### src/rtl/regfile_wb_pkg.sv
// Shared widths and the queued writeback entry type for the register file
// writeback queue.
package regfile_wb_pkg;

   localparam int unsigned XLEN = 32;
   localparam int unsigned AW   = 5;

   typedef struct packed {
      logic [AW-1:0]   rd;
      logic [XLEN-1:0] data;
   } wb_entry_t;

endpackage

### src/rtl/regfile_writeback_queue_if.sv
// Producer handshake, register file write port and hazard query signals
// of the writeback queue.
interface regfile_writeback_queue_if
   import regfile_wb_pkg::*;
#(
   parameter int unsigned DEPTH = 4
) ();

   logic                     wb_valid;
   logic                     wb_ready;
   logic [AW-1:0]            wb_rd;
   logic [XLEN-1:0]          wb_data;
   logic                     drain_en;
   logic                     rf_we;
   logic [AW-1:0]            rf_waddr;
   logic [XLEN-1:0]          rf_wdata;
   logic [AW-1:0]            rs1;
   logic [AW-1:0]            rs2;
   logic                     rs1_busy;
   logic                     rs2_busy;
   logic [XLEN-1:0]          rs1_fwd_data;
   logic [XLEN-1:0]          rs2_fwd_data;
   logic [$clog2(DEPTH):0]   count;

   modport master (
      output wb_valid, wb_rd, wb_data, drain_en, rs1, rs2,
      input  wb_ready, rf_we, rf_waddr, rf_wdata, rs1_busy, rs2_busy,
             rs1_fwd_data, rs2_fwd_data, count
   );

   modport slave (
      input  wb_valid, wb_rd, wb_data, drain_en, rs1, rs2,
      output wb_ready, rf_we, rf_waddr, rf_wdata, rs1_busy, rs2_busy,
             rs1_fwd_data, rs2_fwd_data, count
   );

endinterface

### src/rtl/wb_match_youngest.sv
// Age-ordered search of the queue for the youngest valid entry writing a
// given register; used once per decode read port.
module wb_match_youngest
   import regfile_wb_pkg::*;
#(
   parameter int unsigned DEPTH = 4
) (
   input  wb_entry_t                  entries_i [DEPTH],
   input  logic [DEPTH-1:0]           valid_i,
   input  logic [$clog2(DEPTH)-1:0]   head_i,
   input  logic [AW-1:0]              addr_i,
   output logic                       hit_o,
   output logic [XLEN-1:0]            data_o
);

   localparam int unsigned IW = $clog2(DEPTH);

   // Walk oldest to youngest from head so the last match (nearest tail-1) wins;
   // valid entries are contiguous from head, so this equals a search from tail-1.
   always_comb begin
      logic [IW-1:0] idx;
      hit_o  = 1'b0;
      data_o = '0;
      idx    = head_i;
      for (int unsigned i = 0; i < DEPTH; i++) begin
         idx = head_i + IW'(i);
         if (addr_i != '0 && valid_i[idx] && entries_i[idx].rd == addr_i) begin
            hit_o  = 1'b1;
            data_o = entries_i[idx].data;
         end
      end
   end

endmodule

### src/rtl/regfile_writeback_queue.sv
// In-order writeback queue feeding the register file write port, with
// per-source-register pending and forwarding lookup.
module regfile_writeback_queue
   import regfile_wb_pkg::*;
#(
   parameter int unsigned DEPTH = 4
) (
   input logic                      clk,
   input logic                      rst,
   regfile_writeback_queue_if.slave bus
);

   localparam int unsigned IW = $clog2(DEPTH);
   localparam int unsigned CW = IW + 1;

   wb_entry_t        entries_q [DEPTH];
   wb_entry_t        entries_d [DEPTH];
   logic [DEPTH-1:0] valid_q, valid_d;
   logic [IW-1:0]    head_q, head_d;
   logic [IW-1:0]    tail_q, tail_d;
   logic [CW-1:0]    count_q, count_d;

   logic ready, accept, push, pop;

   assign ready  = (count_q != CW'(DEPTH));
   assign accept = bus.wb_valid && ready;
   // Writes to x0 complete the handshake but are dropped.
   assign push   = accept && (bus.wb_rd != '0);
   assign pop    = bus.drain_en && (count_q != '0);

   always_comb begin
      entries_d = entries_q;
      valid_d   = valid_q;
      head_d    = head_q;
      tail_d    = tail_q;
      if (pop) begin
         valid_d[head_q] = 1'b0;
         head_d          = head_q + 1'b1;
      end
      if (push) begin
         entries_d[tail_q] = '{rd: bus.wb_rd, data: bus.wb_data};
         valid_d[tail_q]   = 1'b1;
         tail_d            = tail_q + 1'b1;
      end
      count_d = count_q + CW'(push) - CW'(pop);
   end

   always_ff @(posedge clk or posedge rst) begin
      if (rst) begin
         valid_q <= '0;
         head_q  <= '0;
         tail_q  <= '0;
         count_q <= '0;
      end else begin
         valid_q <= valid_d;
         head_q  <= head_d;
         tail_q  <= tail_d;
         count_q <= count_d;
      end
   end

   // Payload storage is qualified by valid_q, so it needs no reset.
   always_ff @(posedge clk) begin
      entries_q <= entries_d;
   end

   assign bus.wb_ready = ready;
   assign bus.rf_we    = pop;
   assign bus.rf_waddr = entries_q[head_q].rd;
   assign bus.rf_wdata = entries_q[head_q].data;
   assign bus.count    = count_q;

   wb_match_youngest #(.DEPTH(DEPTH)) u_match_rs1 (
      .entries_i (entries_q),
      .valid_i   (valid_q),
      .head_i    (head_q),
      .addr_i    (bus.rs1),
      .hit_o     (bus.rs1_busy),
      .data_o    (bus.rs1_fwd_data)
   );

   wb_match_youngest #(.DEPTH(DEPTH)) u_match_rs2 (
      .entries_i (entries_q),
      .valid_i   (valid_q),
      .head_i    (head_q),
      .addr_i    (bus.rs2),
      .hit_o     (bus.rs2_busy),
      .data_o    (bus.rs2_fwd_data)
   );

endmodule

### src/flat_wrapper.sv
// flat-port wrapper written by rule: the top's interface ports become plain ports
module regfile_writeback_queue_flat import regfile_wb_pkg::*;
#(
   parameter int unsigned DEPTH = 4
)
  (clk, rst, bus_wb_valid, bus_wb_rd, bus_wb_data, bus_drain_en, bus_rs1, bus_rs2, bus_wb_ready, bus_rf_we, bus_rf_waddr, bus_rf_wdata, bus_rs1_busy, bus_rs2_busy, bus_rs1_fwd_data, bus_rs2_fwd_data, bus_count);
  regfile_writeback_queue_if #(.DEPTH(DEPTH)) bus_i ();
  input logic clk;
  input logic rst;
  input wire logic [$bits(bus_i.wb_valid)-1:0] bus_wb_valid;
  input wire logic [$bits(bus_i.wb_rd)-1:0] bus_wb_rd;
  input wire logic [$bits(bus_i.wb_data)-1:0] bus_wb_data;
  input wire logic [$bits(bus_i.drain_en)-1:0] bus_drain_en;
  input wire logic [$bits(bus_i.rs1)-1:0] bus_rs1;
  input wire logic [$bits(bus_i.rs2)-1:0] bus_rs2;
  output wire logic [$bits(bus_i.wb_ready)-1:0] bus_wb_ready;
  output wire logic [$bits(bus_i.rf_we)-1:0] bus_rf_we;
  output wire logic [$bits(bus_i.rf_waddr)-1:0] bus_rf_waddr;
  output wire logic [$bits(bus_i.rf_wdata)-1:0] bus_rf_wdata;
  output wire logic [$bits(bus_i.rs1_busy)-1:0] bus_rs1_busy;
  output wire logic [$bits(bus_i.rs2_busy)-1:0] bus_rs2_busy;
  output wire logic [$bits(bus_i.rs1_fwd_data)-1:0] bus_rs1_fwd_data;
  output wire logic [$bits(bus_i.rs2_fwd_data)-1:0] bus_rs2_fwd_data;
  output wire logic [$bits(bus_i.count)-1:0] bus_count;
  assign bus_i.wb_valid = bus_wb_valid;
  assign bus_i.wb_rd = bus_wb_rd;
  assign bus_i.wb_data = bus_wb_data;
  assign bus_i.drain_en = bus_drain_en;
  assign bus_i.rs1 = bus_rs1;
  assign bus_i.rs2 = bus_rs2;
  assign bus_wb_ready = bus_i.wb_ready;
  assign bus_rf_we = bus_i.rf_we;
  assign bus_rf_waddr = bus_i.rf_waddr;
  assign bus_rf_wdata = bus_i.rf_wdata;
  assign bus_rs1_busy = bus_i.rs1_busy;
  assign bus_rs2_busy = bus_i.rs2_busy;
  assign bus_rs1_fwd_data = bus_i.rs1_fwd_data;
  assign bus_rs2_fwd_data = bus_i.rs2_fwd_data;
  assign bus_count = bus_i.count;
  regfile_writeback_queue #(.DEPTH(DEPTH)) u_core (.clk(clk), .rst(rst), .bus(bus_i));
endmodule
### config.mk
export PLATFORM = sky130hd
export DESIGN_NAME = regfile_writeback_queue_flat
export DESIGN_NICKNAME = d
export VERILOG_FILES = /design/src/rtl/regfile_wb_pkg.sv /design/src/rtl/regfile_writeback_queue_if.sv /design/src/rtl/wb_match_youngest.sv /design/src/rtl/regfile_writeback_queue.sv /design/src/flat_wrapper.sv
export SDC_FILE = /design/constraint.sdc
export NUM_CORES = 1
export LEC_CHECK = 0
export CORE_MARGIN = 2
export CORE_UTILIZATION = 56
export CTS_CLUSTER_DIAMETER = 200
export CTS_CLUSTER_SIZE = 24
export DETAILED_ROUTE_END_ITERATION = 10
export PLACE_DENSITY = 0.81
export SETUP_SLACK_MARGIN = 0.15
export SLEW_MARGIN = 15
export SYNTH_ARGS = -nofsm -noshare
export SYNTH_HDL_FRONTEND = slang
export SYNTH_SLANG_ARGS = --single-unit
### constraint.sdc
create_clock -name clk -period 6.93 [get_ports clk]
set_input_delay 1.386 -clock clk [delete_from_list [all_inputs] [get_ports clk]]
set_output_delay 1.386 -clock clk [all_outputs]
set_load 0.1 [all_outputs]
==> flow_metrics.tcl <==
set metrics [dict create \
    yosys.area.top_type "edfxtp_1" \
    avgViaCountPerCell 7.05 \
    synth_cell_types 48 \
    fin_cells 1180 \
    globalplace.congestion 0.932 \
    yosysSeqAreaShare_pct 41.4 \
    htreeDepth 4 \
    avgSynthCellArea_sq_um 14.5 \
    dr.pass1.iters 5 \
    core_sq_um 20100 \
    layout_commonest_cell "edfxtp_1" \
    post-route-util_pct 70.9 \
    crit_required_ps 5540 \
    layout.nets 960 \
    synthMuxAreaShare_pct 35.1 \
    setup_viol_count_final 0 \
    crit_path_max_fanout 49 \
    synthFlopType "edfxtp_1" \
    die_w_microns 147 \
    synth_edf_count 148 \
    fin_worst_skew_ps 8.38 \
    io_pins 159 \
    fmax_mhz 160 \
    clockRootBuffer "clkbuf_16" \
    reg2reg_from "u_core.bus.count[1]" \
    synth_fp_nets 848 \
    rsz0062_at_grt "no" \
    tritoncts "built" \
    grt_pass1_wl_microns 46000 \
    synth_top_area_share_pct 39.0 \
    synth-compound-area-share_pct 7.61 \
    start_util_pct 56.7 \
    drive_gt1_share_pct 32.3 \
    insertion_delay_ps 430 \
    num_rows 52 \
    grt_pass1_vias 8220 \
    whs_path_depth 1 \
    min_to "u_core.bus.count[2]" \
    synthCells 786 \
    grt_start_max_net_pins 154 \
    cp-end-kind "output port" \
    syn_to_final_growth_pct 25.0 \
    async_reset_ff_share_pct 6.92 \
    hold_buffers 0 \
    postRouteAntennaNets 0 \
    status "finished clean" \
    period_share_pct 90.0 \
    grt_use_total_pct 28.2 \
    post_cts_buffers 0 \
    vias 8318 \
    cts_buffer_depth 2 \
    die_h_microns 147 \
    cts_buffers 17 \
    synth-xor-area-share_pct 3.38 \
    tightestPinTransition_ps 1120 \
    antenna_found_initial 2 \
    syn_area_sq_um 11400 \
    r2r_slack_ps 4450 \
    reg2reg_depth 6 \
    synth_top_family_by_area "multiplexers" \
    min_period_ps 6230 \
    drc_errors 0 \
    drv_cap 0 \
    io_buffers 158 \
    cts.clk_slew.worst_paths_ps 60 \
    final_cell_mix "edfxtp_1, mux4_2, nand2_1" \
    worstSetupPathType "flop to output port" \
    fillers 1281 \
    synthSimpleGateAreaFrac_pct 7.35 \
    yosys_warnings 0 \
    min_from "u_core.bus.count[2]" \
    slew_headroom_pct 25.5 \
    r2r_end "u_core.entries_q[4]" \
    numClockSinks 159 \
    die_area_sq_um 21500 \
    hold_viol 0 \
    cp_data_arrival_time_ps 4850 \
    startpoint_type "flop" \
    routed_wl_microns 29800 \
    synth-seq-cells 159 \
    report.final.slew_viol_count 0 \
    dp_cells 1149 \
    cts_resized 0 \
    synth_area_leaders "edfxtp_1, mux4_2, mux2i_1, nand2_1, xnor2_1" \
    gr-total-overflow 0 \
    drt_iter0_drc 940 \
    dp_hpwl_microns 19500 \
    wire_per_inst_microns 25.2 \
    finalSetupTns_ps 0 \
    worstHoldPathType "flop to flop" \
    diodes 0 \
    synth_adder_area_share_pct 1.27 \
]
-- state kept, by name, summed over array words and instances, names as in the netlist --
signal	cells
u_core.head_q	2
u_core.valid_q	4
u_core.entries_q	148
u_core.bus.count	3
u_core.tail_q	2
-- metrics by stage --
step | setup WS (ps) | hold slack, ps | cell area [sq um]
2_1_floorplan | 213 | 493 | 11400
3_3_place_gp | 967 | 522 | 13700
3_5_place_dp | 918 | 535 | 13700
4_1_cts | 706 | 551 | 14200
5_1_grt | 485 | 592 | 14200
6_report | 696 | 540 | 14200
-- Yosys cell counts, types with 2 or more instances --
cell / instances
a211oi_1: 10
edfxtp_1: 148
mux4_1: 10
nand3_1: 20
ha_1: 10
inv_1: 10
clkbuf_1: 32
and2_1: 5
a2111oi_0: 4
o221ai_1: 28
nand2_1: 115
a21o_1: 4
mux2i_1: 55
or4_1: 2
or3_1: 2
nand3b_1: 3
nor2_1: 12
nand4_1: 6
a21oi_1: 2
xnor2_1: 38
xor2_1: 6
or2_2: 2
buf_12: 3
buf_2: 31
a221o_1: 3
nor3_1: 8
and3_1: 3
buf_1: 10
mux4_2: 141
dfrtp_1: 11
o221ai_2: 20
buf_6: 3
o211ai_1: 7
o21ai_0: 8
-- final cells by class --
cell class,instances,area [sq um],share of cell area [%]
clock inverters,14,165,1.16
repair buffers,172,2230,15.7
multi-input cells,538,6320,44.4
inverters,10,37.5,0.263
flip-flops and latches,159,4730,33.2
clock buffers,17,425,2.99
well taps,270,338,2.37
-- metal layers --
metal / GRT usage [%] / part of all wire [%]
met4: 11.7 / 3.0
met5: 0 / 0.11
met3: 5.75 / 8.6
met2: 47.9 / 52
met1: 35.6 / 36
-- kinds of logic after synthesis --
logic type,Yosys count
AOI/OAI and AO/OA,91
xor gates and xnor gates,44
adders and majority gates,11
buffers and inverters,89
DFF,159
muxes,207
and+or+nand+nor,185
-- worst max path at each step --
stage          slack (ps)        startpoint                   end  depth (start not counted)
6_report              700  u_core.head_q[1]  bus_rs1_fwd_data[23]                         10
3_3_place_gp          970        bus_rs2[1]  bus_rs2_fwd_data[20]                          9
4_1_cts               710  u_core.head_q[1]  bus_rs1_fwd_data[22]                         10
5_1_grt               490  u_core.head_q[1]  bus_rs1_fwd_data[23]                         10
3_5_place_dp          920        bus_rs2[1]  bus_rs2_fwd_data[12]                          9
2_1_floorplan         210  u_core.head_q[0]   bus_rs2_fwd_data[1]                         17
-- critical path, cell delays in order (launching register included) --
cell and delay (ps):
dfrtp_4 600, inv_1 150, ha_4 600, buf_4 730, mux4_2 440, nand3_1 150
or2_2 350, o211ai_1 320, buf_4 360, o211ai_1 460, buf_12 240
Power is not shown: default switching activity piles up to over one toggle a cycle in this logic, so the estimate is an artifact.
